$ cat src/rtl/trng_harvester_if.sv
`default_nettype none
// ============================================================================
// Module   : trng_harvester_if
// Brief    : Valid/ready word stream carrying conditioned random words.
// Revision : 1.0 - initial release
// ============================================================================
interface trng_harvester_if #(
  parameter int WIDTH = 8
);
  logic [WIDTH-1:0] rnd_data;
  logic             rnd_valid;
  logic             rnd_ready;

  modport master (output rnd_data, output rnd_valid, input rnd_ready);
  modport slave  (input rnd_data, input rnd_valid, output rnd_ready);
endinterface
`default_nettype wire

$ cat src/rtl/trng_harvester.sv
`default_nettype none
// ============================================================================
// Module   : trng_harvester
// Brief    : Entropy sampler: sync, decimate, repetition-count test, Von
//            Neumann debias and word packing onto a valid/ready stream.
// Revision : 1.0 - initial release
// ============================================================================
module trng_harvester #(
  parameter int WIDTH     = 8,
  parameter int DIV       = 4,
  parameter int RCT_LIMIT = 32
) (
  input  logic              clk,
  input  logic              rst_n,
  input  logic              en,
  input  logic              raw_a,
  input  logic              raw_b,
  input  logic              clr_fail,
  output logic              health_fail,
  trng_harvester_if.master  rnd
);

  localparam int CW = (DIV > 1) ? $clog2(DIV) : 1;
  localparam int BW = $clog2(WIDTH + 1);
  localparam int RW = $clog2(RCT_LIMIT + 1);
  localparam logic [CW-1:0] CNT_LAST = CW'(DIV - 1);
  localparam logic [BW-1:0] FULL_CNT = BW'(WIDTH);
  localparam logic [RW-1:0] RUN_MAX  = RW'(RCT_LIMIT);

  typedef enum logic [0:0] {VN_EMPTY = 1'b0, VN_HAVE = 1'b1} vn_state_t;

  logic            sync_a1, sync_a2, sync_b1, sync_b2;
  logic            sample, strobe;
  logic [CW-1:0]   div_cnt;
  logic            prev, primed, trip;
  logic [RW-1:0]   run, run_next;
  vn_state_t       vn_state, vn_next;
  logic            first_bit, emit;
  logic [WIDTH-1:0] shreg, word_now;
  logic [BW-1:0]   bit_cnt, cnt_now;
  logic            fill, out_free, xfer;

  assign sample = sync_a2 ^ sync_b2;
  assign strobe = en && (div_cnt == CNT_LAST);

  always_ff @(posedge clk or negedge rst_n) begin
    if (!rst_n) begin
      sync_a1 <= 1'b0;
      sync_a2 <= 1'b0;
      sync_b1 <= 1'b0;
      sync_b2 <= 1'b0;
      div_cnt <= '0;
    end else begin
      sync_a1 <= raw_a;
      sync_a2 <= sync_a1;
      sync_b1 <= raw_b;
      sync_b2 <= sync_b1;
      if (!en || strobe) div_cnt <= '0;
      else               div_cnt <= div_cnt + 1'b1;
    end
  end

  // run saturates at the limit so a held failure never re-trips
  always_comb begin
    run_next = RW'(1);
    if (primed && (sample == prev))
      run_next = (run == RUN_MAX) ? RUN_MAX : run + 1'b1;
    trip = strobe && (run_next == RUN_MAX) && (run != RUN_MAX);
  end

  always_ff @(posedge clk or negedge rst_n) begin
    if (!rst_n) begin
      prev        <= 1'b0;
      primed      <= 1'b0;
      run         <= '0;
      health_fail <= 1'b0;
    end else begin
      if (strobe) begin
        prev   <= sample;
        primed <= 1'b1;
      end
      if (!en) primed <= 1'b0;
      if (trip)          run <= run_next;
      else if (clr_fail) run <= '0;
      else if (strobe)   run <= run_next;
      if (trip)          health_fail <= 1'b1;
      else if (clr_fail) health_fail <= 1'b0;
    end
  end

  always_comb begin
    vn_next = vn_state;
    emit    = 1'b0;
    if (!en || trip) begin
      vn_next = VN_EMPTY;
    end else if (strobe) begin
      if (vn_state == VN_EMPTY) begin
        vn_next = VN_HAVE;
      end else begin
        vn_next = VN_EMPTY;
        emit    = (first_bit != sample) && !health_fail;
      end
    end
  end

  always_ff @(posedge clk or negedge rst_n) begin
    if (!rst_n) begin
      vn_state  <= VN_EMPTY;
      first_bit <= 1'b0;
    end else begin
      vn_state <= vn_next;
      if (strobe && (vn_state == VN_EMPTY)) first_bit <= sample;
    end
  end

  // word_now already holds the incoming bit so a free output loads on the same edge
  always_comb begin
    fill     = emit && (bit_cnt != FULL_CNT);
    word_now = shreg | (WIDTH'(fill & first_bit) << bit_cnt);
    cnt_now  = bit_cnt + BW'(fill);
    out_free = !rnd.rnd_valid || rnd.rnd_ready;
    xfer     = (cnt_now == FULL_CNT) && out_free;
  end

  always_ff @(posedge clk or negedge rst_n) begin
    if (!rst_n) begin
      shreg         <= '0;
      bit_cnt       <= '0;
      rnd.rnd_data  <= '0;
      rnd.rnd_valid <= 1'b0;
    end else if (trip) begin
      shreg         <= '0;
      bit_cnt       <= '0;
      rnd.rnd_valid <= 1'b0;
    end else if (xfer) begin
      rnd.rnd_data  <= word_now;
      rnd.rnd_valid <= 1'b1;
      shreg         <= '0;
      bit_cnt       <= '0;
    end else begin
      shreg   <= word_now;
      bit_cnt <= cnt_now;
      if (rnd.rnd_ready) rnd.rnd_valid <= 1'b0;
    end
  end

endmodule
`default_nettype wire

$ cat src/flat_wrapper.sv
// flat-port wrapper written by rule: the top's interface ports become plain ports
module trng_harvester_flat 
#(
  parameter int WIDTH     = 8,
  parameter int DIV       = 4,
  parameter int RCT_LIMIT = 32
)
  (clk, rst_n, en, raw_a, raw_b, clr_fail, health_fail, rnd_rnd_data, rnd_rnd_valid, rnd_rnd_ready);
  trng_harvester_if #(.WIDTH(WIDTH)) rnd_i ();
  input  logic clk;
  input  logic rst_n;
  input  logic en;
  input  logic raw_a;
  input  logic raw_b;
  input  logic clr_fail;
  output logic health_fail;
  output wire logic [$bits(rnd_i.rnd_data)-1:0] rnd_rnd_data;
  output wire logic [$bits(rnd_i.rnd_valid)-1:0] rnd_rnd_valid;
  input wire logic [$bits(rnd_i.rnd_ready)-1:0] rnd_rnd_ready;
  assign rnd_rnd_data = rnd_i.rnd_data;
  assign rnd_rnd_valid = rnd_i.rnd_valid;
  assign rnd_i.rnd_ready = rnd_rnd_ready;
  trng_harvester #(.WIDTH(WIDTH), .DIV(DIV), .RCT_LIMIT(RCT_LIMIT)) u_core (.clk(clk), .rst_n(rst_n), .en(en), .raw_a(raw_a), .raw_b(raw_b), .clr_fail(clr_fail), .health_fail(health_fail), .rnd(rnd_i));
endmodule
$ cat config.mk
export PLATFORM = sky130hd
export DESIGN_NAME = trng_harvester_flat
export DESIGN_NICKNAME = d
export VERILOG_FILES = /design/src/rtl/trng_harvester_if.sv /design/src/rtl/trng_harvester.sv /design/src/flat_wrapper.sv
export SDC_FILE = /design/constraint.sdc
export NUM_CORES = 1
export LEC_CHECK = 0
export ABC_AREA = 1
export CORE_MARGIN = 4
export CORE_UTILIZATION = 54
export CTS_CLUSTER_DIAMETER = 100
export DETAILED_ROUTE_END_ITERATION = 7
export PLACE_DENSITY = 0.8
export SYNTH_ARGS = -nofsm -noshare
export SYNTH_HDL_FRONTEND = slang
export SYNTH_SLANG_ARGS = --single-unit
$ cat constraint.sdc
create_clock -name clk -period 4.6 [get_ports clk]
set_clock_uncertainty 0.05 [all_clocks]
set_input_delay 0.92 -clock clk [delete_from_list [all_inputs] [get_ports clk]]
set_output_delay 0.92 -clock clk [all_outputs]
set_load 0.05 [all_outputs]
======== Word-level counts from Yosys, hierarchy flattened ========
Cells that the tools add are included.
operators by class
  $add $sub $neg .......................... 3
  equality and inequality tests ........... 9
  shift-type cells ........................ 1
  mux-type cells .......................... 23
  bitwise operators ....................... 5
  reduce and logical (&&, ||, !) cells .... 19
operators with widths
  kind                                           count
  2-to-1 mux 6 bit                               5
  2-to-1 mux 8 bit                               2
  2-to-1 mux 1 bit                               13
  == test 6 bit, second input constant           2
  logical AND 1 bit                              8
  2-to-1 mux 4 bit                               2
  OR 8 bit                                       1
  << shifter 8 x 4 -> 8 bit                      1
  adder 6 x 1 -> 6 bit, second input constant    1
  != test 6 bit, second input constant           1
  nonzero test 3 bit                             2
  adder 4 x 1 -> 4 bit                           1
  == test 4 bit, second input constant           1
  != test 4 bit, second input constant           1
  nonzero test 2 bit                             2
  zero test 1 bit                                3
  logical OR 1 bit                               3
  adder 2 x 1 -> 2 bit, second input constant    1
  == test 2 bit, second input constant           1
  2-to-1 mux 2 bit                               1
  != test 2 x 1 -> 1 bit, second input constant  1
  NOT 1 bit                                      2
  AND reduction 2 bit                            1
  bitwise AND 1 bit                              1
  other kinds (3)                                3
word-level totals
  register bits after elaboration ......... 38
  bits of input ports ..................... 7
  output and inout bits ................... 10
  word-level logic and storage cells ...... 75

======== Logic depth before layout (Yosys ltp) ========
Gate-level depths: netlist of run 1.
  depth in word-level cells ............... 15
  depth in mapped cells ................... 21
  gate-level depth less buffers ........... 21

======== Least setup slack after synthesis of run 1 ========
No wires, ideal clock.
  path kind ............................... input to register
  start ................................... in en
  end ..................................... reg u_core.rnd.rnd_data[0]
  setup time .............................. 0.118 ns
  data arrival time ....................... 2.958 ns
  slack ................................... 1.474 ns
  stages .................................. 19
  path buffers ............................ 0
  cell sequence ........................... nand2_2 inv_1 nand2_1 nor2_1 nand3_1 nor3_4 nand2_4 inv_6 nor2_1 ha_1 ha_1 xnor2_1 nand4_1 a21oi_1 inv_1 nor2_8 inv_2 nand2_1 nand2_1
on the way
  longest elaborated chain between the ends .. 10
RTL lines
  item                            RTL line                 text
  start: declaration              flat_wrapper.sv:12       input logic en;
  logical AND 1 bit               trng_harvester.sv:44     assign strobe = en && (div_cnt == CNT_LAST);
  logical AND 1 bit (2 in a row)  trng_harvester.sv:68     trip = strobe && (run_next == RUN_MAX) && (run != RUN_MAX);
  logical OR 1 bit                trng_harvester.sv:94     if (!en || trip) begin
  2-to-1 mux 1 bit                trng_harvester.sv:94
  logical AND 1 bit               trng_harvester.sv:118    fill = emit && (bit_cnt != FULL_CNT);
  adder 4 x 1 -> 4 bit            trng_harvester.sv:120    cnt_now = bit_cnt + BW'(fill);
  == test 4 bit                   trng_harvester.sv:122    xfer = (cnt_now == FULL_CNT) && out_free;
  logical AND 1 bit               trng_harvester.sv:122
  AND reduction 2 bit (no line)   -
  end signal: assignment          trng_harvester.sv:136    rnd.rnd_data <= word_now;
  end: declaration                trng_harvester_if.sv:14  modport master (output rnd_data, output rnd_valid, input rnd_ready);
Parallel ways exist; a longest one is shown, timed or not.
A chain may end at the register's enable or synchronous reset.

======== Worst setup path in the final report of run 1 ========
  start ................................... in en
  end ..................................... reg u_core.rnd.rnd_data[3]
Same word-level chain as after synthesis.

==> metrics.cfg, run 1 <==
[clock_network]
root_buffer=clkbuf_4
cts.path.max_buffers=2
postCtsSetupBuffers=0
cts.clk_slew.worst_paths_ns=0.11
cts_made_buffers=5
h-tree-depth=2
numClockSinks=38
cts_hold_buf=0
cts_tree=done
cts-resized-gates=0
clock_latency_ns=0.34

[synthesis]
synth_top_family_by_area=simple AND/OR/NAND/NOR gates
avgSynthCellArea_um2=9.01
synth_compound_area_share_pct=8.22
yosysMostFrequentCell=nand2_1
yosysUniqueCellTypes=29
yosysTopAreaCell=dfrtp_1
yosysSeqAreaShare_pct=51.2
synthCells=206
ys_top_cells_by_area=dfrtp_1 51%, nand2_1 10%, inv_1 6.3%
synth_xor_area_share_pct=1.82
synthAdderAreaFrac_pct=3.37
ys_ff_latch=38
ys_warn_count=0
ys.flop_type=dfrtp_1
syn-cell-area_um2=1860
synthArstFlopShare_pct=100
synthSimpleGateAreaFrac_pct=27.2
netlist.area_leader.share_pct=51.2
synthTopCellsByCount=50 x nand2_1, 38 x dfrtp_1, 31 x inv_1
syn_nets=218
synth.area.mux_share_pct=0
synth-edff-count=0

[sta]
slew-limit-headroom_pct=46.9
final-max-slew-violation-count=0
timing.final.crit_share_pct=78.6
setup_slack_ns=0.986
max_clock_freq_mhz=277
rsz0062_at_grt=no
tns_ns=0
setup_violations=0
min_period_ns=3.61
hold_viol=0
tightest_slew_ns=0.797

[floorplanning]
die_area_um2=4440
fp.dieW_um=66.6
core_region_area_um2=3340
num_rows=21
die_y_um=66.6
start_util_pct=55.6
io_pins=17

[global_routing]
grt_max_degree=39
overflow=0
antenna_found_initial=0
grt_pass1_vias=1302
grt_first_pass_wirelength_um=5820
grt_use_total_pct=17.8

[finish]
area_delta_synth_final_pct=17.2
final_cells=276
layout-drive-gt1-share_pct=14.3
diodes=0
nets=241
utilization_pct=65.2

[worst_setup_path]
crit_path_max_incr_delay_ns=0.52
crit_arrival_ns=3.80
worstSetupPathType=primary input to register
crit_path_top_delay_cell=clkdlybuf4s50_1
critPathCaptureType=register
rrSetupSlack_ns=1.40
cp-start-kind=primary input
cp.required_ns=4.79
cp_common_cell=nand2_1
cp_max_fo=10
cp_cell_sequence=clkdlybuf4s50_1 > nand2_2 > inv_1 > nand2_1 > nor2_1 > nand3_1 > nor3_4 > nand2_4 > inv_6 > nor2_1 > ha_1 > ha_1 > xnor2_1 > nand4_1 > a21oi_1 > inv_1 > nor2_8 > inv_2 > nand2_1 > nand2_1

[route]
drt_iter0_drc=59
vias=1365
drc=0
post_drt_via_cell_ratio=4.95
routedWlPerCell_um=11.7
routed_wl_um=3230
ant_nets=0
firstDrtPassIters=5

[power]
p_leak_nw=1.03
powerDensity_nw_per_um2=319
ir_drop_v=0.000397

[placement]
placed_cells=268
dpl.hpwl_um=2410
io_buffer_count=16
pre_cts_ws_ns=0.651
gp_congestion=0.853

[flow_run]
maxCapViolCount=0

[min_path]
hold_class=register to register

[status]
status=complete, no violations

==> state kept, by name, indices dropped and copies added (netlist names), 2 cells and up <==
signal               flops
u_core.rnd.rnd_data      8
u_core.shreg             8
u_core.div_cnt           2
u_core.bit_cnt           4
u_core.run               6
==> critical path: cells and delay by family <==
kind,cells,cell delay (ns)
and+or+nand+nor,11,1.17
buffers and inverters,5,0.97
adders and majority gates,2,0.38
xor gates and xnor gates,1,0.19
AOI/OAI and AO/OA,1,0.18
==> cell families after synthesis <==
| kind of cell | after synthesis |
|---|---|
| buffers and inverters | 38 |
| AOI/OAI and AO/OA | 24 |
| adders and majority gates | 5 |
| xor gates and xnor gates | 3 |
| DFF | 38 |
| and+or+nand+nor | 98 |
==> per-stage QoR <==
| step | hold slack, ns | power (mW) | area, um^2 |
|---|---|---|---|
| after CTS | 0.315 | 0.704 | 2180 |
| after global routing | 0.335 | 0.731 | 2180 |
| after floorplan | 0.281 | 0.402 | 1860 |
| final | 0.310 | 0.695 | 2180 |
| after global placement | 0.285 | 0.420 | 2070 |
| after detailed placement | 0.289 | 0.422 | 2070 |
==> final timing paths <==
path	startpoint	to	cells past startpoint
setup / recovery	en	u_core.rnd.rnd_data[3]$_DFFE_PN0P_	20
hold / removal	u_core.sync_b1$_DFF_PN0_	u_core.sync_b2$_DFF_PN0_	0
setup reg to reg	u_core.run[0]$_DFFE_PN0P_	u_core.rnd.rnd_data[3]$_DFFE_PN0P_	20
hold reg to reg	u_core.sync_b1$_DFF_PN0_	u_core.sync_b2$_DFF_PN0_	0
max in group asynchronous	rst_n	u_core.sync_a1$_DFF_PN0_	1
min in group asynchronous	rst_n	u_core.rnd.rnd_data[6]$_DFFE_PN0P_	1
==> where the power goes <==
part | internal [mW] | switching [mW] | total (mW)
Combinational | 0.0180 | 0.0339 | 0.0519
Sequential | 0.350 | 0.0134 | 0.363
Clock | 0.170 | 0.110 | 0.280
Total | 0.538 | 0.157 | 0.695
==> cells in the final DEF, fill, tap and decap left out, drive strengths merged <==
cell / n
a21oi: 11
buf: 1
bufinv: 2
clkbuf: 5
clkdlybuf4s50: 15
clkinv: 3
dfrtp: 38
ha: 5
inv: 36
nand2: 56
nand3: 17
nand4: 4
nor2: 19
nor3: 2
o211ai: 2
o21ai: 6
o22ai: 5
xnor2: 2
xor2: 1
==> final cells by class <==
class,count,area [um^2]
flip-flops and latches,38,951
multi-input cells,130,753
well taps,46,57.6
inverters,38,153
clock buffers,5,37.5
repair buffers,16,155
clock inverters,3,68.8
fillers,269,1160
==> routing by layer <==
metal	vias to the layer above	wire length [um]	GRT usage (%)
li1	703	-	-
met1	618	1560	24.8
met2	37	1450	26.0
met3	7	164	5.56
met4	0	57	6.85
met5	-	0	0
Note: power is estimated with default switching activity, not from simulation.
==> run 2: changes to the inputs <==
CORE_UTILIZATION = 51   (was 54)
PLACE_DENSITY = 0.79   (was 0.8)
clock period = 3 ns   (was 4.6 ns; I/O delays follow)
==> metrics.cfg, run 2 (synthesis gave the netlist of run 1 again) <==
[status]
status=complete, no violations

[worst_setup_path]
crit_arrival_ns=3.19
cp-start-kind=register
worstSetupPathType=register to register
cp.required_ns=3.24
critPathCaptureType=register
cp_cell_sequence=buf_6 > ha_4 > nor2_4 > nor2_4 > nor2_1 > nand3_1 > nor3_4 > nand2_4 > clkinv_4 > nor2_4 > ha_4 > ha_4 > xnor2_2 > nand4_1 > a21oi_2 > inv_2 > nor2_8 > buf_6 > nand2_1 > nand2_1
cp_max_fo=5
crit_path_top_delay_cell=dfrtp_1
crit_path_max_incr_delay_ns=0.42

[finish]
nets=257
multiInputGateArea_um2=885
regArea_um2=952
area_delta_synth_final_pct=28.8
diodes=0
utilization_pct=70.0
layout_commonest_cell=nand2_1
largestRegisters=u_core.rnd.rnd_data: 8 flops, u_core.shreg: 8 flops, u_core.run: 6 flops
layout-drive-gt1-share_pct=31.0
final_cell_mix=40 x nand2_1, 37 x dfrtp_1, 27 x inv_1, 14 x clkdlybuf4s50_1
fillers=253

[floorplanning]
die_y_um=68.3
num_rows=21
core_region_area_um2=3420
start_util_pct=54.4
die_area_um2=4670
fp.dieW_um=68.3
io_pins=17

[clock_network]
cts.path.max_buffers=2
cts.clk_slew.worst_paths_ns=0.11
cts_made_buffers=5
root_buffer=clkbuf_4
numClockSinks=38
cts_hold_buf=0
h-tree-depth=2
cts_tree=done
clock_latency_ns=0.34

[min_path]
hold_class=primary input to async pin

[route]
post_drt_via_cell_ratio=4.84
routed_wl_um=3680
ant_nets=0
drc=0
vias=1409
firstDrtPassIters=4
drt_iter0_drc=80
routedWlPerCell_um=12.6

[global_routing]
grt_max_degree=39
antenna_found_initial=0
grt_use_total_pct=16.3
overflow=0
grt_pass1_vias=1317
grt_first_pass_wirelength_um=5610

[power]
total_power_mw=0.894
ir_drop_v=0.000418
powerDensity_nw_per_um2=374
p_leak_nw=1.12

[sta]
min_period_ns=2.94
tightest_slew_ns=0.788
final-max-slew-violation-count=0
max_clock_freq_mhz=340
timing.final.crit_share_pct=98.1
setup_violations=0
hold_viol=0
slew-limit-headroom_pct=47.4
rsz0062_at_grt=yes

[placement]
dpl.hpwl_um=2400
io_buffer_count=16
gp_congestion=0.795

[flow_run]
maxCapViolCount=0

-- run 2: final timing paths --
kind / start / end / slack [ns] / depth (start not counted)
worst max-delay path: u_core.run[0]$_DFFE_PN0P_ / u_core.rnd.rnd_data[4]$_DFFE_PN0P_ / 0.06 / 20
worst min-delay path: rst_n / u_core.shreg[6]$_DFF_PN0_ / 0.28 / 1
worst max register to register: u_core.run[0]$_DFFE_PN0P_ / u_core.rnd.rnd_data[4]$_DFFE_PN0P_ / 0.06 / 20
worst min register to register: u_core.sync_b1$_DFF_PN0_ / u_core.sync_b2$_DFF_PN0_ / 0.31 / 0
max in group asynchronous: rst_n / u_core.run[1]$_DFFE_PN0P_ / 2.08 / 1
min in group clk: u_core.sync_b1$_DFF_PN0_ / u_core.sync_b2$_DFF_PN0_ / 0.31 / 0
-- run 2: routing by layer --
layer,vias to the layer above,part of all wire [%],GRT usage (%)
met2,26,47,23.3
met3,6,4.6,5.42
li1,728,-,-
met4,0,1.1,5.96
met5,-,0,0
met1,649,47,22.9
-- run 2: worst max-delay path: cells and delay by family (launching register included) --
family | cells | cell delay, ns
buffers and inverters | 4 | 0.42
and+or+nand+nor | 11 | 1.17
DFF | 1 | 0.42
xor gates and xnor gates | 1 | 0.16
adders and majority gates | 3 | 0.49
AOI/OAI and AO/OA | 1 | 0.18
-- run 2: where the power goes --
part	leakage (nW)	total, mW	internal [mW]	switching, mW
logic	0.617	0.0961	0.0384	0.0576
registers	0.471	0.559	0.536	0.0233
clock network	0.0308	0.239	0.0842	0.155
total	1.12	0.894	0.659	0.236
-- run 2: final cells by class --
type / count / share of cell area, %
Sequential cell: 38 / 39.8
Inverter: 38 / 6.70
Clock inverter: 2 / 0.419
Clock buffer: 5 / 1.57
Multi-Input combinational cell: 130 / 37.0
Timing Repair Buffer: 32 / 12.1
Tap cell: 46 / 2.41
-- run 2: through the flow --
stage	cell area [um^2]	setup TNS (ns)	cells	setup WS, ns	hold WS [ns]
CTS	2200	0	286	0.0128	0.307
finish	2390	0	291	0.0573	0.278
global route	2390	-0.569	291	-0.0935	0.328
detailed placement	2140	-5.52	278	-0.448	0.286
global placement	2140	-2.89	278	-0.285	0.286
floorplan	1860	0	206	0.148	0.254
-- run 2: timing repair --
action,CTS,global route
setup buffers,1,5
endpoints found under the setup margin,8,16
hold endpoints to repair,0,0
resized for setup,1,42
pin swaps,0,22
